`src/rtl/serial_adder_pkg.sv`:
```
// Shared types for the bit-serial adder controller.
// SERIAL_ADDER_SUB_EN (see serial_adder_ctrl) needs nothing from this package.
package serial_adder_pkg;

  typedef enum logic [1:0] {
    IDLE = 2'd0,
    RUN  = 2'd1,
    DONE = 2'd2
  } state_t;

endpackage

```
`src/rtl/full_adder.sv`:
```
// Single-bit full adder cell; the only arithmetic in the serial adder.
module full_adder (
  input  logic a,
  input  logic b,
  input  logic ci,
  output logic s,
  output logic co
);

  assign s  = a ^ b ^ ci;
  assign co = (a & b) | (ci & (a ^ b));

endmodule

```
`src/rtl/serial_adder_ctrl.sv`:
```
// Bit-serial adder: one full_adder cell sequenced over WIDTH cycles, carry held in a flop.
// Define SERIAL_ADDER_SUB_EN to add the sub port (a-b via ~b and carry-in of 1).
//
// state | meaning
// IDLE  | waiting for start; operands captured on start=1
// RUN   | one bit per cycle, LSB first; last bit also writes s/co
// DONE  | done pulse for one cycle, start ignored, then back to IDLE
module serial_adder_ctrl
  import serial_adder_pkg::*;
#(
  parameter int WIDTH = 8
) (
  input  logic             clk,
  input  logic             reset,
  input  logic             start,
`ifdef SERIAL_ADDER_SUB_EN
  input  logic             sub,
`endif
  input  logic [WIDTH-1:0] a,
  input  logic [WIDTH-1:0] b,
  input  logic             ci,
  output logic             busy,
  output logic             done,
  output logic [WIDTH-1:0] s,
  output logic             co
);

  localparam int CW = $clog2(WIDTH + 1);
  localparam logic [CW-1:0] LAST = CW'(WIDTH - 1);

  state_t           state_q;
  logic [WIDTH-1:0] a_q;
  logic [WIDTH-1:0] b_q;
  logic [WIDTH-1:0] sum_q;
  logic [WIDTH-1:0] sum_d;
  logic [WIDTH-1:0] s_q;
  logic [CW-1:0]    cnt_q;
  logic             carry_q;
  logic             co_q;
  logic             busy_q;
  logic             done_q;
  logic             fa_s;
  logic             fa_co;
  logic [WIDTH-1:0] b_load;
  logic             ci_load;

`ifdef SERIAL_ADDER_SUB_EN
  assign b_load  = sub ? ~b : b;
  assign ci_load = sub ? 1'b1 : ci;
`else
  assign b_load  = b;
  assign ci_load = ci;
`endif

  full_adder u_fa (
    .a  (a_q[0]),
    .b  (b_q[0]),
    .ci (carry_q),
    .s  (fa_s),
    .co (fa_co)
  );

  // New sum bit enters at the MSB so the LSB lands in bit 0 after WIDTH shifts.
  assign sum_d = WIDTH'({fa_s, sum_q} >> 1);

  always_ff @(posedge clk) begin
    if (reset) begin
      state_q <= IDLE;
      a_q     <= '0;
      b_q     <= '0;
      sum_q   <= '0;
      s_q     <= '0;
      cnt_q   <= '0;
      carry_q <= 1'b0;
      co_q    <= 1'b0;
      busy_q  <= 1'b0;
      done_q  <= 1'b0;
    end else begin
      case (state_q)
        IDLE: begin
          done_q <= 1'b0;
          if (start) begin
            a_q     <= a;
            b_q     <= b_load;
            carry_q <= ci_load;
            sum_q   <= '0;
            cnt_q   <= '0;
            busy_q  <= 1'b1;
            state_q <= RUN;
          end
        end
        RUN: begin
          a_q     <= a_q >> 1;
          b_q     <= b_q >> 1;
          sum_q   <= sum_d;
          carry_q <= fa_co;
          cnt_q   <= cnt_q + 1'b1;
          if (cnt_q == LAST) begin
            s_q     <= sum_d;
            co_q    <= fa_co;
            done_q  <= 1'b1;
            state_q <= DONE;
          end
        end
        DONE: begin
          done_q  <= 1'b0;
          busy_q  <= 1'b0;
          state_q <= IDLE;
        end
        default: begin
          done_q  <= 1'b0;
          busy_q  <= 1'b0;
          state_q <= IDLE;
        end
      endcase
    end
  end

  assign busy = busy_q;
  assign done = done_q;
  assign s    = s_q;
  assign co   = co_q;

endmodule

```
`config.mk`:
```
export PLATFORM = sky130hd
export DESIGN_NAME = serial_adder_ctrl
export DESIGN_NICKNAME = d
export VERILOG_FILES = /design/src/rtl/serial_adder_pkg.sv /design/src/rtl/full_adder.sv /design/src/rtl/serial_adder_ctrl.sv
export SDC_FILE = /design/constraint.sdc
export NUM_CORES = 1
export LEC_CHECK = 0
export ABC_AREA = 0
export CAP_MARGIN = 10
export CELL_PAD_IN_SITES_DETAIL_PLACEMENT = 1
export CELL_PAD_IN_SITES_GLOBAL_PLACEMENT = 2
export CORE_UTILIZATION = 35
export CTS_CLUSTER_SIZE = 30
export DETAILED_ROUTE_END_ITERATION = 10
export PLACE_DENSITY_LB_ADDON = 0.1
export SLEW_MARGIN = 30
export SYNTH_ARGS = -nofsm -noshare
export SYNTH_HDL_FRONTEND = slang
export SYNTH_SLANG_ARGS = --single-unit
```
`constraint.sdc`:
```
create_clock -name clk -period 3 [get_ports clk]
set_input_delay 0.75 -clock clk [delete_from_list [all_inputs] [get_ports clk]]
set_output_delay 0.75 -clock clk [all_outputs]
set_load 0.005 [all_outputs]
```
-- Word level (Yosys, flattened, before mapping)
Cells that the tools add are included.
- word-level logic and storage cells: 43
- register bits after elaboration: 42
- bits of input ports: 20
- equality and inequality tests: 4
- $add $sub $neg: 1
- bitwise logic cells: 6
- reduce and logical (&&, ||, !) cells: 7
- mux-type cells: 15
- operator list (operator ; count):
    case mux 8 bit (2 select lines) ; 3
    two-way mux 8 bit ; 3
    case mux 4 bit (2 select lines) ; 1
    AND reduction 2 bit ; 4
    adder 4 x 1 -> 4 bit (second input constant) ; 1
    equality test 4 x 3 -> 1 bit (second input constant) ; 1
    two-way mux 2 bit ; 2
    two-way mux 4 bit ; 1
    != test 2 bit (second input constant) ; 2
    case mux 1 bit (2 select lines) ; 2
    case mux 2 bit (2 select lines) ; 1
    AND 1 bit ; 2
    equality test 2 x 1 -> 1 bit (second input constant) ; 1
    logical NOT 2 bit ; 1
    two-way mux 1 bit ; 2
    nonzero test 2 bit ; 1
    OR reduction 2 bit ; 1
    bitwise XOR 1 bit ; 2
    NOT 1 bit ; 1
    bitwise OR 1 bit ; 1

-- Logic depth before layout (Yosys ltp)
Gate-level depths: netlist of the first run.
- word-level depth: 4
- depth in mapped cells: 5
- gate-level depth less buffers: 4

-- By module
Synthesis of the first run repeated with hierarchy kept, for this count alone.
- cell total of the unflattened synthesis: 194
- area, all modules: 1791.7 um2
- modules (own cells, without submodules) (module ; area each (um2) ; times used ; cells each ; sequential area each (um2)):
    serial_adder_ctrl ; 1771.7 ; 1 ; 193 ; 820.8
    full_adder ; 20.0 ; 1 ; 1 ; 0.0

-- Worst setup path after synthesis of the first run
Ideal clock, no wire load.
- path type: input to register
- start: input port reset
- end: register a_q[5]
- slack: 1.400 ns
- path buffers: 3
- required time: 2.875 ns
- library setup time: 0.125 ns
- arrival time: 1.474 ns
- stages: 4
- path through: clkbuf_1 buf_2 buf_2 a211oi_1
- RTL lines (item ; RTL line ; source):
    from (decl) ; serial_adder_ctrl.sv:14 ; input logic reset,
    to (signal assigned) ; serial_adder_ctrl.sv:93 ; a_q <= a_q >> 1;
    to (decl) ; serial_adder_ctrl.sv:32 ; logic [WIDTH-1:0] a_q;
No word-level cell between the ends.

-- Worst setup path after layout of the first run
- start: input port start
- end: register b_q[2]
- word-level cells in the longest chain between the ends: 2
- RTL lines (item ; RTL line ; source):
    from (decl) ; serial_adder_ctrl.sv:15 ; input logic start,
    != test 2 bit (no source line) ; n/a ;
    AND reduction 2 bit (no source line) ; n/a ;
    to (signal assigned) ; serial_adder_ctrl.sv:84 ; b_q <= b_load;
    to (signal assigned) ; serial_adder_ctrl.sv:94 ; b_q <= b_q >> 1;
    to (decl) ; serial_adder_ctrl.sv:33 ; logic [WIDTH-1:0] b_q;
No other way between the ends.
A chain may end at the register's enable or synchronous reset.

==> impl_metrics.csv, run 1 <==
group,metric,value,unit
min_path,hp-class,"reg -> reg",
synth,synth.top_cell.area_share,45.2,%
timing,finalSetupViolCount,0,
synth,yosysSeqAreaShare,45.2,%
synth,synth_cells,181,
global_routing,antenna_found_initial,0,
synth,synth_top_family_by_area,"compound AO/OA/AOI/OAI gates",
synth,syn_nets,203,
global_routing,grt_pass1_wl,6.66,mm
floorplan,core_area,4850,um^2
global_routing,grt_max_degree,27,
synth,ys_ff_latch,41,
job,drv_cap,0,
timing,worst_pin_slew,0.678,ns
power_and_ir_drop,pwr-share-comb,12.7,%
global_routing,grt-ovfl-total,0,
routing,wl,4.17,mm
synth,synthFlopType,"dfxtp_1",
synth,synth_edf_count,0,
power_and_ir_drop,pwr-share-clk,33.9,%
synth,synthTopCellsByArea,"dfxtp_1 45%, a211oi_2 6.9%, nor2_1 6.4%",
synth,yosys-mux-area-fraction,5.58,%
synth,synth_most_common_cell,"dfxtp_1",
critical_path,worstSetupPathType,"in -> reg",
critical_path,required,3.15,ns
routing,first_pass_iters,4,
finish,fill_cells,564,
synth,synthTopCellsByCount,"41 x dfxtp_1, 31 x nor2_1, 18 x nand2b_1",
power_and_ir_drop,ir_drop,0.000185,V
synth,netlist-cell-type-count,35,
clock_network,cts_buffer_depth,2,
global_routing,grtUsageTotal,16.3,%
clock_network,post_cts_resized,0,
synth,async_flop_share,0,%
synth,yosysTopAreaCell,"dfxtp_1",
placement,gp_congestion,0.741,
placement,dp_hpwl,2.92,mm
synth,synth_compound_area_share,24.1,%
floorplan,die_h,74.0,um
synth,synthAdderAreaFrac,1.79,%
clock_network,cts_num_sinks,41,
placement,numPortBuffers,30,
timing,fin_worst_skew,0.00543,ns
clock_network,cts_hold_buf,0,
finish,utilization,46.3,%
power_and_ir_drop,p_seq_share,53.4,%
critical_path,reg2reg_slack,1.37,ns
routing,drc,0,
clock_network,clkLatencyLatePin,0.29,ns
clock_network,path_clk_slew,0.09,ns
timing,max_freq,0.522,GHz
timing,rsz0062_at_grt,"no",
critical_path,ff2ff_path_depth,5,
finish,syn2layout_area_growth,23.8,%
critical_path,startpoint_type,"input port",
floorplan,ios,31,
finish,nets,233,
floorplan,core.rowCount,25,
run_status,run_status,"finished, final reports clean",
routing,viasPerCell,5.12,
floorplan,initial_utilization,37.4,%
placement,dpl-instance-area,2160,um^2
finish,fin_area,2250,um^2
synth,synth_xor_area_share,0,%
critical_path,end_kind,"flop",
clock_network,post_cts_buffers,0,
critical_path,r2r-end,"s[0]$_SDFFE_PP0P_",
clock_network,root_buffer,"clkbuf_8",
critical_path,cp_max_fo,15,
routing,drtAntennaViolNets,0,
timing,setup-tns-final,0,ns
timing,timing.slew.headroom,54.8,%
clock_network,numCtsBuffers,5,
routing,drtIter0Drc,52,
floorplan,die-area,5480,um^2
power_and_ir_drop,p_int,0.000805,W
global_routing,first_global_vias,1371,
clock_network,htree_levels,2,
floorplan,die_x,74.0,um
power_and_ir_drop,p_total,0.00110,W
critical_path,critPathLaunch,"start",
power_and_ir_drop,p_sw_share,26.7,%
clock_network,cts_tree,"done",
finish,drive_gt1_share,14.2,%
synth,ys_warn_count,0,
timing,fin_crit,1.92,ns
synth,syn_avg_cell_area,10.0,um^2
routing,vias,1428,
finish,antennaDiodeCount,0,
power_and_ir_drop,p_leak,0.783,nW
power_and_ir_drop,p_per_area,489,nW/um^2
synth,synthSimpleGateAreaFrac,17.8,%
critical_path,crit_arrival,2.07,ns
timing,finalHoldViolCount,0,
synth,syn_area,1820,um^2
timing,slew_violations,0,
critical_path,rr_startpoint,"state_q[0]$_SDFFE_PP0P_",
timing,period_share,63.9,%
power_and_ir_drop,p_sw,0.000294,W
critical_path,crit_end,"b_q[2]$_SDFFE_PP0P_",
routing,wl_per_cell,14.9,um
## power by group through the flow
stage	logic (W)	registers, W	clock network (W)
6_report	0.000140	0.000587	0.000373
5_1_grt	0.000154	0.000590	0.000409
4_1_cts	0.000142	0.000587	0.000383
3_5_place_dp	0.000141	0.000600	0
3_3_place_gp	0.000136	0.000599	0
2_1_floorplan	0.0000979	0.000593	0
## critical path, cell delays in order
cell             delay (ns)
clkdlybuf4s50_1        0.49
buf_4                  0.21
or2b_2                 0.36
o22ai_1                0.16
a211oi_2               0.09
## worst min-delay path by stage
stage | start | to | slack [ns] | depth (start not counted)
6_report | busy$_SDFFE_PP0P_ | busy$_SDFFE_PP0P_ | 0.47 | 2
5_1_grt | co$_SDFFE_PP0P_ | co$_SDFFE_PP0P_ | 0.50 | 2
4_1_cts | busy$_SDFFE_PP0P_ | busy$_SDFFE_PP0P_ | 0.47 | 2
3_5_place_dp | done$_SDFFE_PP0N_ | done$_SDFFE_PP0N_ | 0.45 | 1
3_3_place_gp | done$_SDFFE_PP0N_ | done$_SDFFE_PP0N_ | 0.45 | 1
2_1_floorplan | sum_q[1]$_SDFFE_PP0P_ | sum_q[1]$_SDFFE_PP0P_ | 0.44 | 1
## layout make-up
cell class | instances | area, um^2 | area share, %
inverter | 3 | 11.3 | 0.501
tap | 67 | 83.8 | 3.73
clock buffer | 5 | 68.8 | 3.06
sequential | 41 | 821 | 36.5
timing repair buffer | 36 | 345 | 15.4
multi-input combinational | 124 | 895 | 39.8
clock inverter | 3 | 22.5 | 1.00
## layer usage
layer / track usage (%) / vias to the layer above / wire length [um]
li1: - / 710 / -
met5: 0 / - / 0
met1: 22.0 / 689 / 2110
met2: 25.5 / 23 / 1860
met4: 5.77 / 0 / 53
met3: 3.66 / 6 / 150
## through the flow
step	cells	worst slack [ns]	hold slack [ns]
4_1_cts	279	1.07	0.474
3_5_place_dp	271	0.747	0.452
5_1_grt	279	1.01	0.500
3_3_place_gp	271	0.828	0.454
6_report	279	1.08	0.473
2_1_floorplan	181	1.40	0.443
## kinds of logic after synthesis
kind of cell,count (synthesis)
compound gates,48
fa+ha+maj,2
buf+inv,16
flops,41
mux,10
simple gates,64
## cells in the final DEF, fill, tap and decap left out, types with 6 or more instances in the layout
cell type and count:
clkdlybuf4s50_1 30, nor2_1 31, mux2i_1 9, a22o_1 8, a211oi_2 10, o2bb2ai_1 11, buf_4 6, a211oi_1 6
dfxtp_1 41, nand2b_1 18
## flip-flops by register name, summed over array words and instances, names as in the netlist
signal and flops:
done 1, state_q 2, b_q 8, a_q 8
cnt_q 4, co 1, carry_q 1, s 8
sum_q 7, busy 1
No activity file was read; power rests on OpenSTA's default activity.
==> run 2: changes to the inputs <==
Settings changed: CORE_UTILIZATION 35 to 32.
Clock period 3 ns to 2 ns, I/O delays scaled along.
==> run 2 against run 1 <==
Against the previous run:
- core utilization shrank 3.4 points
- register-to-register slack lost 0.85 ns
- critical path type is now reg -> out
- highest routed layer unchanged
- clock power grew 110%
==> impl_metrics.csv, run 2 (same netlist as run 1, synthesis figures left out) <==
group,metric,value,unit
run_status,run_status,"finished, final reports clean",
critical_path,worstSetupPathType,"reg -> out",
floorplan,die_h,77.3,um
routing,viasPerCell,5.03,
critical_path,startpoint_type,"flop",
power_and_ir_drop,p_leak,0.828,nW
timing,timing.slew.headroom,55.7,%
finish,layout_commonest_cell,"dfxtp_1",
floorplan,initial_utilization,33.2,%
clock_network,cts_tree,"done",
global_routing,grt_pass1_wl,6.88,mm
routing,vias,1438,
min_path,min_delay_path_depth,1,
routing,first_pass_iters,2,
critical_path,cp_max_fo,2,
clock_network,cts_num_sinks,41,
clock_network,post_cts_resized,0,
finish,drive_gt1_share,15.0,%
floorplan,ios,31,
global_routing,grt-ovfl-total,0,
timing,period_share,82.9,%
power_and_ir_drop,p_per_area,810,nW/um^2
finish,mostFrequentLayoutCells,"41 x dfxtp_1, 31 x nor2_1, 30 x clkdlybuf4s50_1",
routing,wl,4.08,mm
routing,wl_per_cell,14.2,um
global_routing,first_global_vias,1438,
floorplan,core_area,5470,um^2
clock_network,numCtsBuffers,5,
finish,syn2layout_area_growth,29.6,%
timing,finalHoldViolCount,0,
timing,worst_pin_slew,0.664,ns
critical_path,crit_arrival,1.16,ns
critical_path,critical_path.top_delay_family,"buffers and inverters",
floorplan,die_x,77.3,um
routing,drtAntennaViolNets,0,
timing,finalSetupViolCount,0,
clock_network,cts_buffer_depth,2,
power_and_ir_drop,ir_drop,0.000266,V
critical_path,ff2ff_path_depth,4,
job,drv_cap,0,
timing,rsz0062_at_grt,"no",
routing,drc,0,
critical_path,path_cells,"clkdlybuf4s50_1",
critical_path,crit_path_max_incr_delay,0.51,ns
floorplan,core.rowCount,27,
global_routing,grt_max_degree,27,
timing,slew_violations,0,
min_path,hp-class,"reg -> reg",
timing,max_freq,0.603,GHz
clock_network,path_clk_slew,0.08,ns
routing,drtIter0Drc,68,
timing,fin_worst_skew,0.00620,ns
clock_network,htree_levels,2,
timing,setup-tns-final,0,ns
floorplan,die-area,5980,um^2
global_routing,antenna_found_initial,0,
finish,nets,235,
clock_network,cts_hold_buf,0,
global_routing,grtUsageTotal,14.7,%
power_and_ir_drop,p_total,0.00190,W
clock_network,root_buffer,"clkbuf_8",
clock_network,clkLatencyLatePin,0.29,ns
critical_path,end_kind,"primary output",
finish,fin_cells,286,
placement,dpl.cell_count,278,
placement,numPortBuffers,30,
critical_path,cp.depth,1,
clock_network,post_cts_buffers,0,
critical_path,critPathBufInv,1,
finish,antennaDiodeCount,0,
timing,fin_crit,1.66,ns
placement,gp_congestion,0.740,
placement,dp_hpwl,3.01,mm
timing,hold_ws,0.471,ns
critical_path,cp_slowest_cell,"clkdlybuf4s50_1",
finish,fill_cells,624,
critical_path,required,1.50,ns
==> run 2: changes by cell type in the layout (fill, tap and decap cells not counted), sizes merged <==
cell / previous run / this run
buf: 6 / 8
bufinv: 0 / 2
clkinv: 3 / 0
inv: 3 / 4
==> run 2: area by class of cell <==
class	instances	area, um^2	area share, %
Multi-Input combinational cell	124	895	38.0
Sequential cell	41	821	34.9
Timing Repair Buffer	38	398	16.9
Tap cell	72	90.1	3.83
Clock buffer	5	68.8	2.93
Clock inverter	3	68.8	2.93
Inverter	3	11.3	0.479
==> run 2: metal layers <==
layer  routed length [um]  vias up  global-route usage [%]
met3                  125        7                    3.57
met4                   70        0                    5.85
met2                 1990       22                    23.6
met5                    0        -                       0
met1                 1890      696                    18.7
li1                     -      713                       -
==> run 2: power by group <==
part           leakage (nW)  internal (W)  switching, W
Sequential            0.335      0.000853     0.0000271
Combinational         0.424      0.000119      0.000104
Clock                0.0687      0.000502      0.000298
Total                 0.828       0.00147      0.000430
==> run 2: final timing paths <==
path | startpoint | endpoint | slack [ns]
hold reg to reg | done$_SDFFE_PP0N_ | done$_SDFFE_PP0N_ | 0.47
setup / recovery | busy$_SDFFE_PP0P_ | busy | 0.34
setup reg to reg | state_q[0]$_SDFFE_PP0P_ | b_q[1]$_SDFFE_PP0P_ | 0.52
hold / removal | done$_SDFFE_PP0N_ | done$_SDFFE_PP0N_ | 0.47
==> run 2: stage by stage <==
stage | utilization [%] | setup WS (ns) | instance area (um^2)
global route | 43.0 | 0.297 | 2350
detailed placement | 40.5 | 0.176 | 2210
CTS | 43.0 | 0.306 | 2350
global placement | 40.5 | 0.228 | 2210
finish | 43.0 | 0.342 | 2350
floorplan | - | 0.650 | 1820
==> run 3: changes to the inputs <==
Settings changed: CORE_UTILIZATION 32 to 29.
Clock period 2 ns to 1.5 ns, I/O delays scaled along.
==> run 3 against run 2 <==
Against the previous run:
- wire length is 7.0% higher
- via count is 1.9% higher
- cell area is 0.32% lower
- power is 15% higher
- core utilization is 3.8 points lower
- register-to-register slack worse by 0.39 ns
- critical path type is now in -> reg
- largest cell class unchanged
==> impl_metrics.csv, run 3 (same netlist as run 1, synthesis figures left out) <==
group,metric,value,unit
run_status,run_status,"finished, final reports clean",
routing,drtAntennaViolNets,0,
global_routing,antenna_found_initial,0,
placement,dp_hpwl,3.17,mm
timing,worst_pin_slew,0.685,ns
clock_network,cts_tree,"done",
timing,setup-tns-final,0,ns
timing,slew_violations,0,
floorplan,die-area,6580,um^2
finish,antennaDiodeCount,0,
clock_network,clkLatencyLatePin,0.29,ns
clock_network,cts_num_sinks,41,
placement,numPortBuffers,30,
timing,rsz0062_at_grt,"no",
routing,first_pass_iters,4,
min_path,min_from,"done$_SDFFE_PP0N_",
critical_path,end_kind,"flop",
critical_path,reg2reg_slack,0.13,ns
critical_path,r2r-end,"s[7]$_SDFFE_PP0P_",
finish,utilization,39.1,%
floorplan,die_h,81.1,um
timing,finalHoldViolCount,0,
finish,syn2layout_area_growth,29.2,%
timing,fin_crit,1.41,ns
global_routing,grtUsageTotal,15.0,%
critical_path,crit_arrival,1.56,ns
floorplan,initial_utilization,30.3,%
global_routing,grt-ovfl-total,0,
timing,fin_worst_skew,0.00577,ns
floorplan,die_x,81.1,um
routing,viasPerCell,4.94,
finish,nets,243,
placement,gp_congestion,0.712,
routing,wl_per_cell,14.7,um
floorplan,core_area,5990,um^2
clock_network,cts_hold_buf,0,
power_and_ir_drop,p_leak,0.915,nW
min_path,min_delay_path_depth,1,
clock_network,cts_buffer_depth,2,
critical_path,ff2ff_path_depth,5,
routing,vias,1466,
timing,hold_ws,0.463,ns
timing,period_share,94.0,%
clock_network,post_cts_buffers,0,
critical_path,required,1.65,ns
clock_network,root_buffer,"clkbuf_8",
floorplan,ios,31,
timing,max_freq,0.709,GHz
finish,fill_cells,681,
timing,timing.slew.headroom,54.3,%
global_routing,grt_max_degree,18,
critical_path,rr_startpoint,"cnt_q[0]$_SDFFE_PP0P_",
global_routing,grt_pass1_wl,7.36,mm
floorplan,core.rowCount,28,
finish,mostFrequentLayoutCells,"31 x nor2_1, 31 x dfxtp_1, 19 x clkdlybuf4s50_1",
routing,wl,4.36,mm
routing,drc,0,
min_path,hp-class,"reg -> reg",
clock_network,path_clk_slew,0.08,ns
clock_network,htree_levels,2,
critical_path,cp_max_fo,5,
routing,drtIter0Drc,31,
finish,drive_gt1_share,22.5,%
clock_network,numCtsBuffers,5,
power_and_ir_drop,p_per_area,934,nW/um^2
timing,finalSetupViolCount,0,
critical_path,startpoint_type,"input port",
power_and_ir_drop,ir_drop,0.000363,V
critical_path,worstSetupPathType,"in -> reg",
global_routing,first_global_vias,1580,
min_path,whs_endpoint,"done$_SDFFE_PP0N_",
job,drv_cap,0,
==> run 3: worst max-delay path by stage <==
| stage | end | depth (start not counted) | slack (ns) | startpoint |
|---|---|---|---|---|
| global placement | b_q[6]$_SDFFE_PP0P_ | 4 | -0.17 | start |
| CTS | s[3] | 1 | 0.002 | s[3]$_SDFFE_PP0P_ |
| finish | b_q[2]$_SDFFE_PP0P_ | 4 | 0.09 | start |
| floorplan | a_q[5]$_SDFFE_PP0P_ | 4 | 0.28 | reset |
| detailed placement | b_q[2]$_SDFFE_PP0P_ | 4 | -0.24 | start |
| global route | carry_q$_SDFFE_PP0P_ | 5 | 0.0006 | start |
==> run 3: power breakdown <==
part | internal (W) | leakage [nW] | total (W) | switching (W)
clock | 0.000323 | 0.0450 | 0.000713 | 0.000390
sequential | 0.00114 | 0.340 | 0.00117 | 0.0000342
combinational | 0.000164 | 0.530 | 0.000307 | 0.000143
==> run 3: area by class of cell <==
cell class / instances / area (um^2) / share of cell area, %
multi-input combinational: 124 / 897 / 38.3
sequential: 41 / 833 / 35.5
clock buffer: 6 / 72.6 / 3.09
tap: 75 / 93.8 / 4.00
timing repair buffer: 46 / 427 / 18.2
inverter: 3 / 11.3 / 0.480
clock inverter: 2 / 10.0 / 0.427
==> run 3: critical path, stage by stage <==
cell and delay (ns):
clkdlybuf4s50_1 0.53, or2b_2 0.37, o22ai_1 0.19, a211oi_2 0.10
==> run 3: per-stage QoR <==
stage | setup WS, ns | total power, W | area, um^2 | std cells
2_1_floorplan | 0.275 | 0.00138 | 1820 | 181
3_3_place_gp | -0.166 | 0.00150 | 2250 | 289
3_5_place_dp | -0.242 | 0.00151 | 2250 | 289
4_1_cts | 0.00155 | 0.00223 | 2340 | 297
5_1_grt | 0.000619 | 0.00232 | 2340 | 297
6_report | 0.0900 | 0.00219 | 2340 | 297
==> run 3: per-layer routing <==
layer	share of wire, %	global-route usage, %	vias up
met1	46	17.3	712
met2	49	26.5	26
met3	3.7	3.82	6
met4	1.3	5.54	0
met5	0	0	-
li1	-	-	722
==> run 3: what timing repair did <==
action,in CTS,in global routing
hold endpoints to repair,0,0
endpoints found under the setup margin,11,3
gates resized for setup,19,3
